===== src/rtl/lsu_mem_ctrl.sv =====
// Load/store unit between the execute stage and a word-wide data memory.
// Byte/half/word loads with sign or zero extension; sub-word stores use a read-modify-write.
// Optional macro LSU_MISALIGN_TRAP_EN: misaligned half/word requests return an error instead of being aligned.
module lsu_mem_ctrl #(
  parameter int ADDR_W = 64,
  parameter int DATA_W = 32
) (
  input  logic              clk,
  input  logic              rst,
  input  logic              req_valid,
  output logic              req_ready,
  input  logic              req_we,
  input  logic [1:0]        req_size,
  input  logic              req_unsigned,
  input  logic [ADDR_W-1:0] req_addr,
  input  logic [DATA_W-1:0] req_wdata,
  output logic              resp_valid,
  input  logic              resp_ready,
  output logic [DATA_W-1:0] resp_rdata,
  output logic              resp_err,
  output logic              mem_re,
  output logic              mem_wr,
  output logic [ADDR_W-1:0] mem_addr,
  output logic [DATA_W-1:0] mem_wdata,
  input  logic [DATA_W-1:0] mem_rdata
);

  typedef enum logic [1:0] {IDLE, RD, WR, RESP} state_t;

  state_t      state;
  logic [1:0]  off_q;
  logic [1:0]  size_q;
  logic        we_q;
  logic        uns_q;
  logic [15:0] wdata_q;

  logic [1:0]  req_off;
  logic        req_bad;

  // Pick the selected lane of a memory word and extend it to full width.
  function automatic logic [DATA_W-1:0] load_extend(input logic [DATA_W-1:0] word,
                                                    input logic [1:0] off,
                                                    input logic [1:0] size,
                                                    input logic uns);
    logic [7:0]  b;
    logic [15:0] h;
    b = word[{off, 3'b000} +: 8];
    h = word[{off[1], 4'b0000} +: 16];
    case (size)
      2'b00:   load_extend = uns ? {{(DATA_W-8){1'b0}}, b} : {{(DATA_W-8){b[7]}}, b};
      2'b01:   load_extend = uns ? {{(DATA_W-16){1'b0}}, h} : {{(DATA_W-16){h[15]}}, h};
      default: load_extend = word;
    endcase
  endfunction

  // Replace the targeted byte or half of the fetched word with the store data.
  function automatic logic [DATA_W-1:0] store_merge(input logic [DATA_W-1:0] word,
                                                    input logic [1:0] off,
                                                    input logic [1:0] size,
                                                    input logic [15:0] wdata);
    logic [DATA_W-1:0] w;
    w = word;
    if (size == 2'b00) w[{off, 3'b000} +: 8] = wdata[7:0];
    else               w[{off[1], 4'b0000} +: 16] = wdata;
    return w;
  endfunction

  // Classify the incoming request: effective lane offset and error status.
  always_comb begin
    req_off = req_addr[1:0];
    req_bad = (req_size == 2'b11);
`ifdef LSU_MISALIGN_TRAP_EN
    if (req_size == 2'b01 && req_addr[0])          req_bad = 1'b1;
    if (req_size == 2'b10 && req_addr[1:0] != 2'b00) req_bad = 1'b1;
`else
    if (req_size == 2'b01) req_off[0] = 1'b0;
    if (req_size == 2'b10) req_off    = 2'b00;
`endif
  end

  // Only IDLE takes requests; forced low while reset is held.
  assign req_ready = (state == IDLE) && !rst;

  // Control FSM with registered memory strobes and response outputs.
  always_ff @(posedge clk or posedge rst) begin
    if (rst) begin
      state      <= IDLE;
      off_q      <= 2'b00;
      size_q     <= 2'b00;
      we_q       <= 1'b0;
      uns_q      <= 1'b0;
      wdata_q    <= '0;
      resp_valid <= 1'b0;
      resp_rdata <= '0;
      resp_err   <= 1'b0;
      mem_re     <= 1'b0;
      mem_wr     <= 1'b0;
      mem_addr   <= '0;
      mem_wdata  <= '0;
    end else begin
      case (state)
        IDLE: begin
          if (req_valid) begin
            off_q    <= req_off;
            size_q   <= req_size;
            we_q     <= req_we;
            uns_q    <= req_unsigned;
            wdata_q  <= req_wdata[15:0];
            mem_addr <= req_addr >> 2;
            if (req_bad) begin
              resp_valid <= 1'b1;
              resp_err   <= 1'b1;
              resp_rdata <= '0;
              state      <= RESP;
            end else if (req_we && req_size == 2'b10) begin
              // Full-word store needs no read of the old contents.
              mem_wdata <= req_wdata;
              mem_wr    <= 1'b1;
              state     <= WR;
            end else begin
              mem_re <= 1'b1;
              state  <= RD;
            end
          end
        end
        RD: begin
          mem_re <= 1'b0;
          if (we_q) begin
            mem_wdata <= store_merge(mem_rdata, off_q, size_q, wdata_q);
            mem_wr    <= 1'b1;
            state     <= WR;
          end else begin
            resp_rdata <= load_extend(mem_rdata, off_q, size_q, uns_q);
            resp_err   <= 1'b0;
            resp_valid <= 1'b1;
            state      <= RESP;
          end
        end
        WR: begin
          mem_wr     <= 1'b0;
          resp_rdata <= '0;
          resp_err   <= 1'b0;
          resp_valid <= 1'b1;
          state      <= RESP;
        end
        default: begin
          if (resp_ready) begin
            resp_valid <= 1'b0;
            resp_err   <= 1'b0;
            state      <= IDLE;
          end
        end
      endcase
    end
  end

endmodule


===== config.mk =====
export PLATFORM = sky130hd
export DESIGN_NAME = lsu_mem_ctrl
export DESIGN_NICKNAME = d
export VERILOG_FILES = /design/src/rtl/lsu_mem_ctrl.sv
export SDC_FILE = /design/constraint.sdc
export NUM_CORES = 1
export LEC_CHECK = 0
export CAP_MARGIN = 10
export CELL_PAD_IN_SITES_DETAIL_PLACEMENT = 0
export CELL_PAD_IN_SITES_GLOBAL_PLACEMENT = 1
export CORE_UTILIZATION = 39
export DETAILED_ROUTE_END_ITERATION = 8
export PLACE_DENSITY_LB_ADDON = 0.05
export SKIP_CTS_REPAIR_TIMING = 1
export SLEW_MARGIN = 20
export SYNTH_ARGS = -nofsm -noshare
export SYNTH_HDL_FRONTEND = slang
export SYNTH_SLANG_ARGS = --single-unit

===== constraint.sdc =====
create_clock -name clk -period 10.4 [get_ports clk]
set_input_delay 1.56 -clock clk [delete_from_list [all_inputs] [get_ports clk]]
set_output_delay 1.56 -clock clk [all_outputs]
set_load 0.01 [all_outputs]

==> results.py, run 1 <==
metrics = {
    "route": {
        "dr.pass1.iters": 7,
        "num_vias": 6552,
        "routed_wl_mm": 24.3,
        "first_iter_violations": 300,
        "wl_per_cell_microns": 20.5,
        "drc": 0,
        "viasPerCell": 5.54,
        "ant_nets": 0,
    },
    "die": {
        "fp.dieH_microns": 145,
        "fp-row-count": 51,
        "chipWidth_microns": 145,
        "io_pins": 269,
        "core_area_sq_um": 19700,
        "die_area_sq_um": 21000,
        "start_util_pct": 40.4,
    },
    "timing": {
        "setup_tns_ns": 0,
        "slew_viol_final": 0,
        "finalSetupViolCount": 0,
        "fin_crit_sh_pct": 41.2,
        "final-hold-violation-count": 0,
        "relSlewSlack_pct": 25.1,
        "tightest_slew_ns": 1.12,
        "fin_ws_ns": 6.11,
        "finClkSkew_ns": 0.00924,
        "rsz0062_at_grt": "no",
        "min_period_ns": 4.29,
        "max_freq_mhz": 233,
        "hold_ws_ns": 0.493,
    },
    "clocking": {
        "htreeDepth": 4,
        "clkSinkCount": 154,
        "cts_root_buf": "clkbuf_16",
        "cts_buffers": 17,
        "cts_tree": "yes",
        "clock_path_buffers": 2,
        "clk_latency_ns": 0.42,
        "clk_pin_slew_ns": 0.06,
    },
    "layout": {
        "diodes": 0,
        "area_growth_pct": 43.1,
        "drive_gt1_share_pct": 23.9,
        "final_cell_count_no_fill": 1182,
        "fillers": 1634,
        "fin_nets": 1049,
    },
    "synth": {
        "yosysUniqueCellTypes": 45,
        "synth_top_area_share_pct": 48.4,
        "synth_edf_count": 0,
        "async_reset_ff_share_pct": 100,
        "yosys-top-cells-area": "dfrtp_1 (48%), mux2_2 (21%), a221oi_1 (3.5%)",
        "syn_inst": 662,
        "ys.flop_type": "dfrtp_1",
        "syn_area_per_cell_sq_um": 12.0,
        "yosys_warnings": 0,
        "synth-seq-cells": 154,
        "yosysTopAreaCell": "dfrtp_1",
        "yosysMostFrequentCell": "dfrtp_1",
        "synth_area_sq_um": 7970,
        "ys_seq_area_share_pct": 48.4,
        "synth_common_cells": "dfrtp_1 (154), mux2_2 (152), nand2_1 (60)",
    },
    "place": {
        "gp_congestion": 0.852,
        "pre_cts_ws_ns": 6.11,
        "dpl.hpwl_mm": 17.6,
        "dpl.cell_count": 1150,
        "io_buffer_count": 266,
    },
    "critical_path": {
        "worstSetupStartpoint": "rst",
        "start_kind": "primary input",
        "endpoint": "req_ready",
        "r2r-start": "state[1]$_DFFE_PP0P_",
        "endpoint_kind": "primary output",
        "reg2regPathDepth": 7,
        "worstPathArrival_ns": 2.73,
        "worst_r2r_endpoint": "resp_rdata[5]$_DFFE_PP0P_",
        "crit_type": "in2out",
        "cp.required_ns": 8.84,
        "path_max_fanout": 2,
        "rrSetupSlack_ns": 7.23,
    },
    "global_routing": {
        "grt-ovfl-total": 0,
        "grtUsageTotal_pct": 23.4,
        "grt_pass1_vias": 6797,
        "grt_max_degree": 93,
        "antenna_found_initial": 0,
        "grt_pass1_wl_mm": 38.4,
    },
    "worst_hold_path": {
        "worstHoldPathType": "reg2reg",
        "hold-path-cell-count": 2,
    },
    "pwr": {
        "p_per_area_nw_per_um2": 324,
        "ir_worst_vdd_v": 0.000164,
        "power.static_leakage_nw": 4.67,
        "power_mw": 3.70,
    },
    "status": {
        "status": "completed",
    },
    "job": {
        "max_cap_viol_count": 0,
    },
}
## state kept, by name, summed over array words and instances, names as in the netlist
signal and count:
resp_rdata 32, wdata_q 16, mem_addr 62, size_q 2, mem_re 1, resp_valid 1, mem_wr 1, off_q 2
mem_wdata 32, we_q 1, resp_err 1, state 2, uns_q 1
## through the flow
stage | area [sq um] | util, %
floorplan | 7970 | -
global placement | 10800 | 54.7
detailed placement | 10800 | 54.7
CTS | 11400 | 57.8
global route | 11400 | 57.9
finish | 11400 | 57.9
## worst max-delay path, cell delays in order
cell and delay [ns]:
clkdlybuf4s50_1 0.48, nor2b_1 0.15, clkdlybuf4s50_1 0.54
## placed cells by master, fill, tap and decap left out, types with 10 or more instances in the layout
master,Yosys,layout
dfrtp_1,154,153
o2bb2ai_1,32,32
a22oi_2,16,16
clkbuf_16,0,17
nand2_1,60,59
o21ai_0,39,39
a32o_1,10,10
mux2_2,152,152
a221oi_1,32,32
inv_1,14,13
clkdlybuf4s50_1,0,266
## layout make-up
cell class | count | area, sq um | area share (%)
Timing Repair Buffer | 273 | 2720 | 23.8
Clock buffer | 18 | 439 | 3.85
Sequential cell | 154 | 3850 | 33.8
Inverter | 15 | 61.3 | 0.537
Tap cell | 265 | 332 | 2.91
Clock inverter | 14 | 175 | 1.54
Multi-Input combinational cell | 443 | 3830 | 33.5
## cell families after synthesis
logic type	synth area share, %
AO/OA/AOI/OAI	16.2
adder cells (fa/ha/maj)	1.41
buffers and inverters	3.85
flip-flops	48.4
multiplexers	22.6
other	0.0471
AND/OR/NAND/NOR	7.52
## per-layer routing
layer / GRT usage [%] / wire, microns
met5: 0 / 0
met3: 7.33 / 2170
met1: 29.3 / 10100
met4: 7.45 / 433
met2: 38.2 / 11500
## worst min path at each step
stage	from	endpoint
floorplan	wdata_q[15]$_DFFE_PP0P_	wdata_q[15]$_DFFE_PP0P_
global placement	resp_rdata[6]$_DFFE_PP0P_	resp_rdata[6]$_DFFE_PP0P_
detailed placement	resp_rdata[6]$_DFFE_PP0P_	resp_rdata[6]$_DFFE_PP0P_
CTS	resp_rdata[6]$_DFFE_PP0P_	resp_rdata[6]$_DFFE_PP0P_
global route	resp_err$_DFFE_PP0P_	resp_err$_DFFE_PP0P_
finish	resp_rdata[7]$_DFFE_PP0P_	resp_rdata[7]$_DFFE_PP0P_
## report_power, final
part | switching, mW | leakage [nW] | internal (mW)
sequential | 0.235 | 1.88 | 0.901
clock | 0.274 | 0.298 | 0.372
combinational | 0.882 | 2.49 | 1.04
(Power assumes the default switching activity.)
==> run 2: changes to the inputs <==
CORE_UTILIZATION = 32   (was 39)
clock period = 3.9 ns   (was 10.4 ns; I/O delays follow)
==> run 2 against run 1 <==
  * Combinational power rose to 2.7 times the previous value
  * Wire length rose by 5.2%
  * Clock power rose to 2.7 times the previous value
  * Total power rose to 2.7 times the previous value
  * Setup slack got worse by 5.1 ns
  * Sequential cell count did not move
  * Sequential share of layout area fell by 0.41 points
  * Hold slack improved by 0.0015 ns
  * Clock skew fell by 0.0012 ns
  * Die area rose by 22%
  * Cell count rose by 5.3%
  * Critical endpoint is now resp_rdata[4]$_DFFE_PP0P_
  * Highest routed layer is now met5
==> results.py, run 2 (synthesized netlist as in run 1, its figures left out) <==
metrics = {
    "status": {
        "status": "completed",
    },
    "timing": {
        "min_period_ns": 2.86,
        "fin_crit_sh_pct": 73.4,
        "rsz0062_at_grt": "no",
        "slew_viol_final": 0,
        "tightest_slew_ns": 1.07,
        "finalSetupViolCount": 0,
        "finClkSkew_ns": 0.00806,
        "final-hold-violation-count": 0,
        "max_freq_mhz": 350,
        "setup_tns_ns": 0,
        "relSlewSlack_pct": 28.6,
    },
    "die": {
        "fp-row-count": 57,
        "fp.dieH_microns": 160,
        "io_pins": 269,
        "start_util_pct": 32.7,
        "core_area_sq_um": 24400,
        "die_area_sq_um": 25500,
        "chipWidth_microns": 160,
    },
    "layout": {
        "top_regs": "mem_addr: 62 flops, mem_wdata: 32 flops, resp_rdata: 32 flops",
        "mostFrequentLayoutCell": "clkdlybuf4s50_1",
        "largest_reg_flops": 62,
        "layout_common_cells": "clkdlybuf4s50_1 (266), dfrtp_1 (153), mux2_2 (152), nand2_1 (59), o21ai_0 (39)",
        "area_growth_pct": 44.9,
        "multi_input_area_sq_um": 3830,
        "final_cell_count_no_fill": 1245,
        "diodes": 0,
        "drive_gt1_share_pct": 24.1,
        "largest-register": "mem_addr",
        "fillers": 2247,
        "register_area_sq_um": 3850,
        "fin_nets": 1054,
    },
    "critical_path": {
        "endpoint_kind": "flip-flop",
        "worstPathArrival_ns": 3.12,
        "reg2regPathDepth": 6,
        "slowest_delay_ns": 0.84,
        "cpMaxStageDelayCell": "or2_1",
        "rrSetupSlack_ns": 1.04,
        "path_cells": "inv_1 -> ha_1 -> nor2b_1 -> a2111o_1 -> or2_1 -> o21ai_0",
        "crit_type": "reg2reg",
        "cpLargestDelayFamily": "simple AND/OR/NAND/NOR gates",
        "path_depth": 6,
        "start_kind": "flip-flop",
        "crit_buf_inv": 1,
        "path_max_fanout": 24,
        "cp.required_ns": 4.16,
    },
    "global_routing": {
        "grtUsageTotal_pct": 20.6,
        "grt-ovfl-total": 0,
        "grt_pass1_wl_mm": 40.4,
        "grt_pass1_vias": 6886,
        "antenna_found_initial": 2,
        "grt_max_degree": 66,
    },
    "clocking": {
        "clk_latency_ns": 0.43,
        "clk_pin_slew_ns": 0.06,
        "clock_path_buffers": 2,
        "clkSinkCount": 154,
        "cts_buffers": 17,
        "cts_tree": "yes",
        "htreeDepth": 4,
        "cts_root_buf": "clkbuf_16",
    },
    "route": {
        "routed_wl_mm": 25.5,
        "drc": 0,
        "num_vias": 6470,
        "wl_per_cell_microns": 20.5,
        "first_iter_violations": 344,
        "ant_nets": 0,
        "viasPerCell": 5.20,
        "dr.pass1.iters": 5,
    },
    "pwr": {
        "power.static_leakage_nw": 4.70,
        "ir_worst_vdd_v": 0.000364,
        "p_per_area_nw_per_um2": 862,
    },
    "worst_hold_path": {
        "hold-path-cell-count": 2,
        "worstHoldPathType": "reg2reg",
    },
    "job": {
        "max_cap_viol_count": 0,
    },
    "place": {
        "io_buffer_count": 266,
        "gp_congestion": 0.825,
        "dpl.hpwl_mm": 19.0,
        "dpl.cell_count": 1214,
    },
}
-- run 2: cell types whose count changed in the layout (fill, tap and decap cells not counted), sizes merged --
cell    delta
inv        -6
bufinv     +2
clkinv     +3
buf        +5
-- run 2: final cells by class --
| class | count | share of cell area, % |
|---|---|---|
| clock buffer | 18 | 3.72 |
| clock inverter | 13 | 1.65 |
| inverter | 15 | 0.520 |
| multi-input combinational | 443 | 33.2 |
| sequential | 154 | 33.4 |
| tap | 324 | 3.51 |
| timing repair buffer | 278 | 24.1 |
-- run 2: final timing paths --
check                                          start                    endpoint
setup / recovery                state[0]$_DFFE_PP0P_   resp_rdata[4]$_DFFE_PP0P_
hold / removal             resp_rdata[7]$_DFFE_PP0P_   resp_rdata[7]$_DFFE_PP0P_
setup reg to reg                state[0]$_DFFE_PP0P_   resp_rdata[4]$_DFFE_PP0P_
hold reg to reg            resp_rdata[7]$_DFFE_PP0P_   resp_rdata[7]$_DFFE_PP0P_
max in group asynchronous                        rst  resp_rdata[19]$_DFFE_PP0P_
min in group asynchronous                        rst    mem_addr[48]$_DFFE_PP0P_
-- run 2: through the flow --
stage	power [mW]	util (%)	setup WS (ns)	hold slack, ns	instance area [sq um]
4_1_cts	10.1	47.3	1.03	0.494	11500
6_report	9.95	47.3	1.04	0.494	11500
5_1_grt	10.6	47.3	0.736	0.522	11500
2_1_floorplan	5.94	-	1.37	0.492	7980
3_3_place_gp	8.13	44.8	1.02	0.477	10900
3_5_place_dp	8.24	44.8	0.939	0.480	10900
-- run 2: per-layer routing --
layer / vias up / global-route usage [%] / wire length, microns
met2: 246 / 33.4 / 11800
met4: 2 / 6.02 / 433
met5: - / 0 / 11
met1: 3210 / 25.2 / 10800
li1: 2978 / - / -
met3: 34 / 7.92 / 2440
-- run 2: worst min-delay path, delay by kind of cell (launching register included) --
family	cells	cell delay, ns
AND/OR/NAND/NOR	1	0.05
flip-flops	1	0.35
AO/OA/AOI/OAI	1	0.06
-- run 2: power breakdown --
group,total [mW],switching [mW],internal [mW]
Clock,1.77,0.696,1.08
Combinational,5.22,2.44,2.78
Sequential,2.96,0.552,2.41
Total,9.95,3.69,6.26
